<file path="config.mk">
export PLATFORM = sky130hd
export DESIGN_NAME = cnn_frame_sequencer
export DESIGN_NICKNAME = d
export VERILOG_FILES = /design/src/rtl/cnn_frame_sequencer.sv
export SDC_FILE = /design/constraint.sdc
export NUM_CORES = 1
export LEC_CHECK = 0
export BUFFER_PORTS_ARGS = -buffer_cell sky130_fd_sc_hd__clkbuf_2
export CAP_MARGIN = 25
export CORE_MARGIN = 8
export CORE_UTILIZATION = 52
export CTS_CLUSTER_DIAMETER = 40
export CTS_CLUSTER_SIZE = 20
export DETAILED_ROUTE_END_ITERATION = 10
export MAX_ROUTING_LAYER = met4
export PLACE_DENSITY = 0.89
export SKIP_LAST_GASP = 1
export SLEW_MARGIN = 25
export SYNTH_ARGS = -nofsm -noshare
export SYNTH_HDL_FRONTEND = slang
export SYNTH_SLANG_ARGS = --single-unit
</file>
<file path="constraint.sdc">
create_clock -name axis_aclk -period 6.93 [get_ports axis_aclk]
set_clock_uncertainty 0.15 [all_clocks]
set_input_delay 0.693 -clock axis_aclk [delete_from_list [all_inputs] [get_ports axis_aclk]]
set_output_delay 0.693 -clock axis_aclk [all_outputs]
set_load 0.03 [all_outputs]
</file>
<file path="src/rtl/cnn_frame_sequencer.sv">
// Frame sequencer for the 5x5 CNN AXI-stream core: streams one pixel
// frame from RAM into the core and collects its result words.
module cnn_frame_sequencer #(
    parameter int IMG_W     = 28,
    parameter int IMG_H     = 28,
    parameter int PIX_W     = 8,
    parameter int ADDR_W    = 10,
    parameter int DATA_W    = 32,
    parameter int RES_COUNT = 10,
    parameter int RES_AW    = 4
) (
    input  logic                  axis_aclk,
    input  logic                  axis_reset,
    input  logic                  start,
    output logic                  busy,
    output logic                  done,
    output logic                  err,
    output logic [15:0]           frame_count,
    output logic                  mem_rd_en,
    output logic [ADDR_W-1:0]     mem_rd_addr,
    input  logic [PIX_W-1:0]      mem_rd_data,
    output logic                  m00_axis_tvalid,
    output logic [DATA_W-1:0]     m00_axis_tdata,
    output logic [DATA_W/8-1:0]   m00_axis_tstrb,
    output logic                  m00_axis_tlast,
    input  logic                  m00_axis_tready,
    input  logic                  s00_axis_tvalid,
    input  logic [DATA_W-1:0]     s00_axis_tdata,
    input  logic                  s00_axis_tlast,
    output logic                  s00_axis_tready,
    output logic                  res_wr_en,
    output logic [RES_AW-1:0]     res_wr_addr,
    output logic [DATA_W-1:0]     res_wr_data
);

    localparam int N  = IMG_W * IMG_H;
    localparam int CW = ADDR_W + 1;

    typedef enum logic [1:0] {
        IDLE = 2'd0,
        RUN  = 2'd1,
        DONE = 2'd2
    } state_t;

    state_t state, state_nx;

    logic [CW-1:0]     rd_addr;
    logic [CW-1:0]     tx_idx;
    logic              in_flight;
    logic              out_valid;
    logic              skid_valid;
    logic [PIX_W-1:0]  out_data;
    logic [PIX_W-1:0]  skid_data;
    logic              res_open;
    logic [RES_AW-1:0] res_idx;
    logic              err_q;
    logic [15:0]       frame_cnt;

    logic       start_acc;
    logic       pop;
    logic [1:0] occ;
    logic       rd_issue;
    logic       res_hs;
    logic       res_last_beat;
    logic       res_close;
    logic       pix_fin;
    logic       res_fin;

    assign start_acc = (state == IDLE) && start;
    assign pop       = out_valid && m00_axis_tready;

    // Occupancy seen by the next read: held words plus the returning one,
    // minus the word leaving this cycle.
    assign occ = {1'b0, out_valid} + {1'b0, skid_valid}
               + {1'b0, in_flight} - {1'b0, pop};

    assign rd_issue = (state == RUN) && (rd_addr < CW'(N)) && (occ < 2'd2);

    assign res_hs        = s00_axis_tvalid && s00_axis_tready;
    assign res_last_beat = (res_idx == RES_AW'(RES_COUNT - 1));
    assign res_close     = res_hs && (s00_axis_tlast || res_last_beat);

    // Count this cycle's handshakes so coincident final beats finish at once.
    assign pix_fin = (tx_idx == CW'(N)) || (pop && (tx_idx == CW'(N - 1)));
    assign res_fin = !res_open || res_close;

    always_ff @(posedge axis_aclk) begin
        if (axis_reset) begin
            state <= IDLE;
        end else begin
            state <= state_nx;
        end
    end

    always_comb begin
        state_nx = state;
        unique case (state)
            IDLE:    if (start) state_nx = RUN;
            RUN:     if (pix_fin && res_fin) state_nx = DONE;
            DONE:    state_nx = IDLE;
            default: state_nx = IDLE;
        endcase
    end

    always_comb begin
        busy            = 1'b0;
        done            = 1'b0;
        s00_axis_tready = 1'b0;
        unique case (state)
            IDLE: begin
            end
            RUN: begin
                busy            = 1'b1;
                s00_axis_tready = res_open;
            end
            DONE: begin
                busy = 1'b1;
                done = 1'b1;
            end
            default: begin
            end
        endcase
    end

    always_ff @(posedge axis_aclk) begin
        if (axis_reset) begin
            rd_addr    <= '0;
            tx_idx     <= '0;
            in_flight  <= 1'b0;
            out_valid  <= 1'b0;
            skid_valid <= 1'b0;
            out_data   <= '0;
            skid_data  <= '0;
            res_open   <= 1'b0;
            res_idx    <= '0;
            err_q      <= 1'b0;
            frame_cnt  <= '0;
        end else begin
            in_flight <= rd_issue;
            if (rd_issue) rd_addr <= rd_addr + 1'b1;
            if (pop)      tx_idx  <= tx_idx + 1'b1;

            if (pop) begin
                if (skid_valid) begin
                    out_data   <= skid_data;
                    skid_valid <= in_flight;
                    if (in_flight) skid_data <= mem_rd_data;
                end else begin
                    out_valid <= in_flight;
                    if (in_flight) out_data <= mem_rd_data;
                end
            end else if (in_flight) begin
                if (!out_valid) begin
                    out_valid <= 1'b1;
                    out_data  <= mem_rd_data;
                end else begin
                    skid_valid <= 1'b1;
                    skid_data  <= mem_rd_data;
                end
            end

            if (res_hs)    res_idx  <= res_idx + 1'b1;
            if (res_close) res_open <= 1'b0;
            // Early tlast, or missing tlast on the final expected word.
            if (res_hs && (s00_axis_tlast ^ res_last_beat)) err_q <= 1'b1;

            if ((state == RUN) && (state_nx == DONE)) begin
                frame_cnt <= frame_cnt + 16'd1;
            end

            if (start_acc) begin
                rd_addr  <= '0;
                tx_idx   <= '0;
                res_idx  <= '0;
                res_open <= 1'b1;
                err_q    <= 1'b0;
            end
        end
    end

    assign err         = err_q;
    assign frame_count = frame_cnt;

    assign mem_rd_en   = rd_issue;
    assign mem_rd_addr = rd_issue ? rd_addr[ADDR_W-1:0] : '0;

    assign m00_axis_tvalid = out_valid;
    assign m00_axis_tdata  = {{(DATA_W - PIX_W){1'b0}}, out_data};
    assign m00_axis_tstrb  = '1;
    assign m00_axis_tlast  = out_valid && (tx_idx == CW'(N - 1));

    assign res_wr_en   = res_hs;
    assign res_wr_addr = res_hs ? res_idx : '0;
    assign res_wr_data = res_hs ? s00_axis_tdata : '0;

endmodule

</file>
# == Word-level counts from Yosys, hierarchy flattened ==
# Cells that the tools add are included.
# op_classes
n_reduce_logical,26
n_lt_le_gt_ge,2
n_addsub,7
n_bitwise,1
eq_ne,10
mux,27
# op_table
cell,count
8-bit two-way mux,9
32-bit two-way mux,1
11-bit by 1-bit adder with 11-bit output (second input constant),2
11-bit by 10-bit equality test with 1-bit output (second input constant),2
16-bit by 1-bit adder with 16-bit output (second input constant),1
1-bit two-way mux,12
1-bit logical AND,11
11-bit by 10-bit < comparator with 1-bit output (second input constant),1
10-bit two-way mux,1
2-bit nonzero test,4
2-bit inequality test (second input constant),3
4-bit by 1-bit adder with 4-bit output (second input constant),1
2-bit equality test (second input constant),2
4-bit equality test (second input constant),1
2-bit two-way mux,2
4-bit two-way mux,1
2-bit one-hot mux with 2 select lines,1
2-bit AND reduction,2
4-bit AND reduction,1
2-bit OR reduction,2
1-bit logical OR,3
3-bit AND reduction,1
1-bit by 1-bit adder with 2-bit output,1
2-bit by 1-bit adder with 2-bit output,1
7 further kinds,7
# word_totals
register_bits,65
out_inout_bits,106

# == Longest topological paths before layout ==
# Gate-level depths: netlist of the first run.
# depth
word_depth,10
depth_mapped,11
mapped_depth_nobuf,9

# == Worst setup path after synthesis of the first run ==
# Ideal clock, no wire load.
# synth_timing
path_kind,input -> output
from,in m00_axis_tready
to,out mem_rd_addr[0]
t_arrival_ns,2.769
slack_ns,3.318
cell_stages,8
path_buffers,1
required_time_ns,6.087
path_cell_list,nand2_2 > ha_1 > ha_1 > a21oi_1 > xnor2_1 > nor2_1 > clkbuf_1 > and2_1
# synth_via
elab_chain_len,5
# synth_lines
element,line_no,text
"start, declared",26,"input logic m00_axis_tready,"
1-bit logical AND,70,assign pop = out_valid && m00_axis_tready;
2-bit by 1-bit subtractor with 2-bit output,75,"+ {1'b0, in_flight} - {1'b0, pop};"
2-bit < comparator,77,assign rd_issue = (state == RUN) && (rd_addr < CW'(N)) && (occ < 2'd2);
1-bit logical AND,77,
named net mem_rd_en,19,"output logic mem_rd_en,"
10-bit two-way mux,185,assign mem_rd_addr = rd_issue ? rd_addr[ADDR_W-1:0] : '0;
"end, declared",20,"output logic [ADDR_W-1:0] mem_rd_addr,"
# The timed path passes the listed nets, and every way through them passes these cells.

# == Worst setup path in the final report of the first run ==
# layout_timing
from,in m00_axis_tready
to,out mem_rd_addr[2]
# layout_via
elab_chain_len,5
# layout_lines
element,line_no
1-bit logical AND,70
2-bit by 1-bit subtractor with 2-bit output,75
2-bit < comparator,77
1-bit logical AND,77
10-bit two-way mux,185
# Every way passes these cells.

==> results by group, run 1 <==
Run status
  – Status: finished clean

Power and ir drop
  – Maximum VDD drop: 0.123 mV
  – Cell Pwr Density: 186 nW/um^2
  – Leakage dissipation: 1.92 nW
  – Total power: 0.805 mW

Floorplan
  – Die Wd: 99.1 um
  – Rows: 30
  – Full die area: 9810 um^2
  – Die Y: roughly 99 um
  – Core area: 6720 um^2
  – Starting density of the core: 0.534
  – IO Pins: 152

Yosys
  – Ys Warns: 0
  – Synth area leaders: dfxtp_1, and2_1, buf_4, nor2_1, ha_1
  – Area share of the largest cell type after synthesis: 0.363
  – Syn Area/Cell: 8.21 um^2
  – Sequential area share after synthesis: 0.363
  – Synth Register Bits: between 60 and 70
  – Synth area leader: dfxtp_1
  – Top-count cell post-synth: dfxtp_1
  – EDFF count, synth: 0
  – Synthesized area: 3590 um^2
  – List of most frequent post-synthesis cells: dfxtp_1, and2_1, nor2_1, buf_4, nand2_1
  – Synth Instances: 437
  – Async set-reset flop share out of synthesis: 0
  – Count of different cell masters after synthesis: 51
  – Ys flop type: dfxtp_1

Timing
  – Setup violations, final: 0
  – Final Cycle Share: 0.544
  – Tightest Pin Transition: 980 ps
  – Fin. max-slew vios: 0
  – Final hold vios: 0
  – Setup TNS: 0 ps
  – RSZ-0062 raised after global routing: false
  – Slew Limit Headroom: 0.347
  – Max Freq: 0.265 GHz
  – Period minus WS final: 3770 ps

Clock network
  – Cts repair resizes: 0
  – CTS tree: built
  – Clk sinks: 65
  – CTS clock-pin slew for the worst setup and hold paths: 60 ps
  – CTS H-Tree Depth: 3
  – CTS Buffer Depth: 2
  – Cts hold-fix bufs: 0
  – Worst-Skew Late Latency: about 330 ps
  – Post CTS Setup Buffer Count: 0
  – TritonCTS Buffers: 9
  – CTS root buf: clkbuf_8

Route
  – Wirelength per Cell: 14.7 um
  – First drt pass iteration count: 4
  – Vias: about 3300
  – Final wirelength: ~9300 um
  – Via/cell ratio: 5.21
  – Residual DRC count: 0
  – Post-route ant nets: 0
  – Detailed Route Iter0 Violations: around 180

GRT
  – Vias in the first global route: 3332
  – Global-route wire length before repair: about 15000 um
  – Largest net degree at the start of global routing: 43
  – GRT Overall Usage: 0.194
  – Grt total ovfl: 0
  – Antenna violations before repair: 0

Critical path
  – Critical path type: input port to output pin
  – Worst EP arrival: 2930 ps
  – FF-to-FF End: rd_addr[6]$_SDFFE_PP0P_
  – Worst Reg-to-Reg Cells: 8
  – Crit. End Element: output pin
  – Worst r2r src: m00_axis_tvalid$_SDFFE_PP0P_
  – Worst reg2reg setup slack: 4130 ps
  – Worst-path fanout max: 14
  – Worst Path Required: 6090 ps
  – Setup crit start kind: input port

Placed design
  – Dpl hpwl: around 7000 um
  – GPL Wtd Cong: 0.836
  – PortBufs: 123

Layout
  – N_diodes: 0
  – Synth-to-layout area growth: 20.3%
  – Share of layout cells above drive strength 1: 0.267
  – Nets: 609

Hold path
  – Worst Hold Depth: 1
  – WHS Endpoint: rd_addr[10]$_SDFFE_PP0P_
  – Min-delay src: rd_addr[10]$_SDFFE_PP0P_
  – Type of the most critical hold path: register to register

Flow run
  – Max cap viols: 0
==> per-layer routing <==
layer / track usage / vias to the layer above / routed length, um
met5: - / - / 0
met4: 0.0757 / 0 / 166
met3: 0.0479 / 16 / 473
met2: 0.339 / 90 / 4870
met1: 0.207 / 1522 / 3810
li1: - / 1678 / -
==> worst max path at each step <==
stage | startpoint | end | slack (ps) | cells past startpoint
detailed placement | m00_axis_tready | mem_rd_addr[2] | 3160 | 9
global placement | m00_axis_tready | mem_rd_addr[2] | 3220 | 9
finish | m00_axis_tready | mem_rd_addr[2] | 3160 | 9
CTS | m00_axis_tready | mem_rd_addr[2] | 3140 | 9
floorplan | m00_axis_tready | mem_rd_addr[0] | 3320 | 8
global route | m00_axis_tvalid$_SDFFE_PP0P_ | mem_rd_addr[2] | 2970 | 8
==> worst max-delay path, cell delays in order <==
cell,delay [ps]
clkbuf_2,140
nand2_2,110
ha_1,290
ha_1,270
a21oi_1,170
xnor2_1,210
nor2_1,570
and2_1,240
clkbuf_2,210
==> through the flow <==
step / hold WS, ps / util / cells / cell area, um^2 / setup slack (ps)
floorplan: 280 / - / 463 / 3690 / 3320
global placement: 294 / 0.612 / 619 / 4110 / 3220
CTS: 333 / 0.641 / 635 / 4300 / 3140
finish: 333 / 0.642 / 635 / 4320 / 3160
detailed placement: 306 / 0.612 / 619 / 4110 / 3160
global route: 363 / 0.642 / 635 / 4320 / 2970
==> power by group <==
| part | total (mW) | leakage (nW) | switching [mW] | internal [mW] |
|---|---|---|---|---|
| clock | 0.305 | 0.102 | 0.137 | 0.168 |
| sequential | 0.387 | 0.525 | 0.00711 | 0.380 |
| combinational | 0.112 | 1.29 | 0.0808 | 0.0313 |
==> cell families after synthesis <==
logic type / share of synthesized area
buffers and inverters: 0.0934
AO/OA/AOI/OAI: 0.114
adder cells (fa/ha/maj): 0.0453
AND/OR/NAND/NOR: 0.306
flip-flops: 0.363
multiplexers: 0.0251
other: 0.00209
XOR/XNOR: 0.0513
==> cells in the final DEF (no fill, tap or decap), drive strengths merged, types with 10 or more instances in the layout <==
master and count:
nand3 21, inv 12, xor2 10, xnor2 11, conb 28, o21ai 15
nand2 29, and2 49, clkbuf 137, dfxtp 65, ha 13, nor2 48
a21oi 26
==> flip-flops by register name, indices dropped and copies added (netlist names), 2 cells and up <==
signal	flops
res_idx	4
tx_idx	11
rd_addr	11
out_data	8
state	2
frame_count	16
skid_data	8
==> area by class of cell <==
cell class | count | area, um^2
Fill cell | 587 | 2400
Multi-Input combinational cell | 339 | 2060
Sequential cell | 65 | 1300
Timing Repair Buffer | 123 | 616
Clock buffer | 14 | 183
Tap cell | 80 | 100
Inverter | 12 | 45.0
Clock inverter | 2 | 10.0
Power figures use the tool's default switching activity.
==> inputs of run 2 (changes only) <==
--- a/config.mk
+++ b/config.mk
@@ -8,12 +8,12 @@
 export BUFFER_PORTS_ARGS = -buffer_cell sky130_fd_sc_hd__clkbuf_2
 export CAP_MARGIN = 25
 export CORE_MARGIN = 8
-export CORE_UTILIZATION = 52
+export CORE_UTILIZATION = 44
 export CTS_CLUSTER_DIAMETER = 40
 export CTS_CLUSTER_SIZE = 20
 export DETAILED_ROUTE_END_ITERATION = 10
 export MAX_ROUTING_LAYER = met4
-export PLACE_DENSITY = 0.89
+export PLACE_DENSITY = 0.8
 export SKIP_LAST_GASP = 1
 export SLEW_MARGIN = 25
 export SYNTH_ARGS = -nofsm -noshare
==> constraint.sdc (replaced) <==
create_clock -name axis_aclk -period 3.4 [get_ports axis_aclk]
set_clock_uncertainty 0.15 [all_clocks]
set_input_delay 0.34 -clock axis_aclk [delete_from_list [all_inputs] [get_ports axis_aclk]]
set_output_delay 0.34 -clock axis_aclk [all_outputs]
set_load 0.03 [all_outputs]
==> run 2 against run 1 <==
Compared with the run above: sequential power grew 100%; sequential share of layout area shrank 1.0 points; design area grew 3.4%; combinational power grew 110%; critical path depth is the same; global-route usage shrank 2.2 points; final cell count grew 4.9%; clock power grew to 2.9 times the previous value; critical endpoint unchanged.
==> results by group, run 2 (synthesis gave the netlist of run 1 again) <==
Timing
  – Max Freq: 0.328 GHz
  – Setup violations, final: 0 (unchanged)
  – Final Cycle Share: 0.898
  – Setup TNS: 0 ps (unchanged)
  – Final hold vios: 0 (unchanged)
  – RSZ-0062 raised after global routing: false
  – Minimum hold slack: 99.7 ps (-233 ps)
  – Slew Limit Headroom: 0.363 (+0.0159)
  – Tightest Pin Transition: 956 ps (-23.8 ps)
  – Fin. max-slew vios: 0 (unchanged)
  – Period minus WS final: just over 3000 ps

Clock network
  – Post CTS Setup Buffer Count: 0 (unchanged)
  – CTS H-Tree Depth: 3 (unchanged)
  – CTS root buf: clkbuf_8
  – CTS Buffer Depth: 2 (unchanged)
  – Cts hold-fix bufs: 0 (unchanged)
  – CTS clock-pin slew for the worst setup and hold paths: 80 ps (+20 ps)
  – Cts repair resizes: 0 (unchanged)
  – Clk sinks: 65 (unchanged)
  – Worst-Skew Late Latency: 340 ps (about the same)
  – TritonCTS Buffers: 9 (unchanged)
  – CTS tree: built

Power and ir drop
  – Internal: 1.41 mW (+140%)
  – Flop pwr share: 0.416 (-0.065)
  – Combinational power share: 0.125 (-0.014)
  – Sw frac: 0.260 (-0.0200)
  – Leakage dissipation: 1.98 nW (+3.3%)
  – Maximum VDD drop: 0.245 mV (+99%)
  – Cell Pwr Density: 426 nW/um^2 (+130%)
  – Clock network power share: 0.460 (+0.081)
  – Sw power: 0.493 mW (+120%)

Placed design
  – GPL Wtd Cong: 0.826 (-1.2%)
  – Placed instance count: 649 (+4.8%)
  – PortBufs: 123 (unchanged)
  – Dpl hpwl: 7280 um (+3.3%)

Layout
  – Post-route insts no fill: 666 (+4.9%)
  – Share of layout cells above drive strength 1: 0.275 (+0.00784)
  – Most frequent cells in the layout: clkbuf_2, dfxtp_1, and2_1, nor2_1
  – Final core occ: 0.555 (-0.0878)
  – Area occupied by multi-input gates: 2060 um^2 (about the same)
  – Number of flip-flops in the largest register: 16 (unchanged)
  – Synth-to-layout area growth: 24.4%
  – N_diodes: 0 (unchanged)
  – Fill cell count: 761 (+30%)
  – Nets: 615 (+0.99%)
  – Most common cell after layout, fill and taps aside: clkbuf_2
  – FF+latch area: 1300 um^2 (unchanged)

Run status
  – Status: finished clean

Floorplan
  – Full die area: 11300 um^2 (+15%)
  – Die Y: 106 um (+7.3%)
  – Core area: 8050 um^2 (+20%)
  – Starting density of the core: 0.446 (-0.0884)
  – Die Wd: 106 um (+7.3%)
  – IO Pins: 152 (unchanged)
  – Rows: 33 (+10%)

Critical path
  – CP Capture Point: mem_rd_addr[2]
  – Worst Reg-to-Reg Cells: 8 (unchanged)
  – Crit. End Element: output pin
  – Worst EP arrival: 2560 ps (-370 ps)
  – FF-to-FF End: frame_count[9]$_SDFFE_PP0P_
  – Worst-path fanout max: 14 (unchanged)
  – Worst r2r src: res_idx[0]$_SDFFE_PP0N_
  – Setup crit start kind: register
  – Worst reg2reg setup slack: 800 ps (-3330 ps)
  – Worst Path Required: 2910 ps (-3180 ps)
  – Critical path type: register to output pin
  – Crit path from: m00_axis_tvalid$_SDFFE_PP0P_

Route
  – Vias: 3376 (+2.1%)
  – Post-route ant nets: 0 (unchanged)
  – First drt pass iteration count: 4 (unchanged)
  – Residual DRC count: 0 (unchanged)
  – Detailed Route Iter0 Violations: 109 (-38%)
  – Wirelength per Cell: 14.3 um (-2.3%)
  – Via/cell ratio: 5.07 (-2.6%)
  – Final wirelength: 9550 um (+2.5%)

Hold path
  – Type of the most critical hold path: input port to register

GRT
  – Vias in the first global route: 3372 (+1.2%)
  – Grt total ovfl: 0 (unchanged)
  – Antenna violations before repair: 0 (unchanged)
  – Global-route wire length before repair: 15600 um (+1.3%)
  – GRT Overall Usage: 0.172 (-0.0223)
  – Largest net degree at the start of global routing: 43 (unchanged)

Flow run
  – Max cap viols: 0 (unchanged)
## run 2: changes by cell type in the layout (fill, tap and decap cells not counted)
| cell | previous run | this run |
|---|---|---|
| and3_1 | 8 | 9 |
| and3_2 | 1 | 0 |
| bufinv_16 | 0 | 4 |
| clkinv_4 | 0 | 2 |
| clkbuf_1 | 1 | 0 |
| buf_4 | 0 | 6 |
| clkbuf_8 | 13 | 9 |
| clkinv_2 | 2 | 1 |
## run 2: layer usage
| layer | up-vias | wire length (um) | GRT usage |
|---|---|---|---|
| met2 | 135 | 4730 | 0.293 |
| li1 | 1685 | - | - |
| met3 | 10 | 733 | 0.0490 |
| met5 | - | 0 | - |
| met4 | 0 | 102 | 0.0523 |
| met1 | 1546 | 3990 | 0.190 |
## run 2: layout make-up
| class | instances | area share |
|---|---|---|
| clock inverters | 7 | 0.0319 |
| repair buffers | 129 | 0.148 |
| clock buffers | 9 | 0.0277 |
| multi-input cells | 339 | 0.461 |
| well taps | 105 | 0.0294 |
| inverters | 12 | 0.0101 |
| flip-flops and latches | 65 | 0.291 |
## run 2: per-stage QoR
step	setup slack, ps	power [mW]	instance area (um^2)
finish	348	1.90	4470
global route	166	1.97	4470
CTS	294	1.92	4450
detailed placement	668	1.04	4180
global placement	718	1.04	4180
floorplan	184	0.992	3690
## run 2: worst max-delay path, stage by stage (launching register included)
cell      delay, ps
dfxtp_1         480
nand2_2         160
ha_1            310
ha_1            270
a21oi_1         170
xnor2_1         180
nor2_1           90
buf_4           200
and2_1          180
clkbuf_2        190
## run 2: power groups by stage
stage	Clock, mW	Combinational (mW)	Sequential (mW)
after global routing	0.919	0.260	0.793
after floorplan	0	0.178	0.814
final	0.874	0.237	0.790
after CTS	0.889	0.236	0.790
after global placement	0	0.231	0.807
after detailed placement	0	0.235	0.808
## run 2: worst min path at each step
| stage | slack (ps) | start | cells after the start | endpoint |
|---|---|---|---|---|
| finish | 100 | mem_rd_data[6] | 3 | out_data[6]$_SDFFE_PP0P_ |
| global route | 100 | mem_rd_data[4] | 3 | skid_data[4]$_SDFFE_PP0P_ |
| CTS | 90 | mem_rd_data[6] | 3 | out_data[6]$_SDFFE_PP0P_ |
| detailed placement | 310 | err$_SDFFE_PP0P_ | 2 | err$_SDFFE_PP0P_ |
| global placement | 300 | rd_addr[10]$_SDFFE_PP0P_ | 1 | rd_addr[10]$_SDFFE_PP0P_ |
| floorplan | 280 | rd_addr[10]$_SDFFE_PP0P_ | 1 | rd_addr[10]$_SDFFE_PP0P_ |
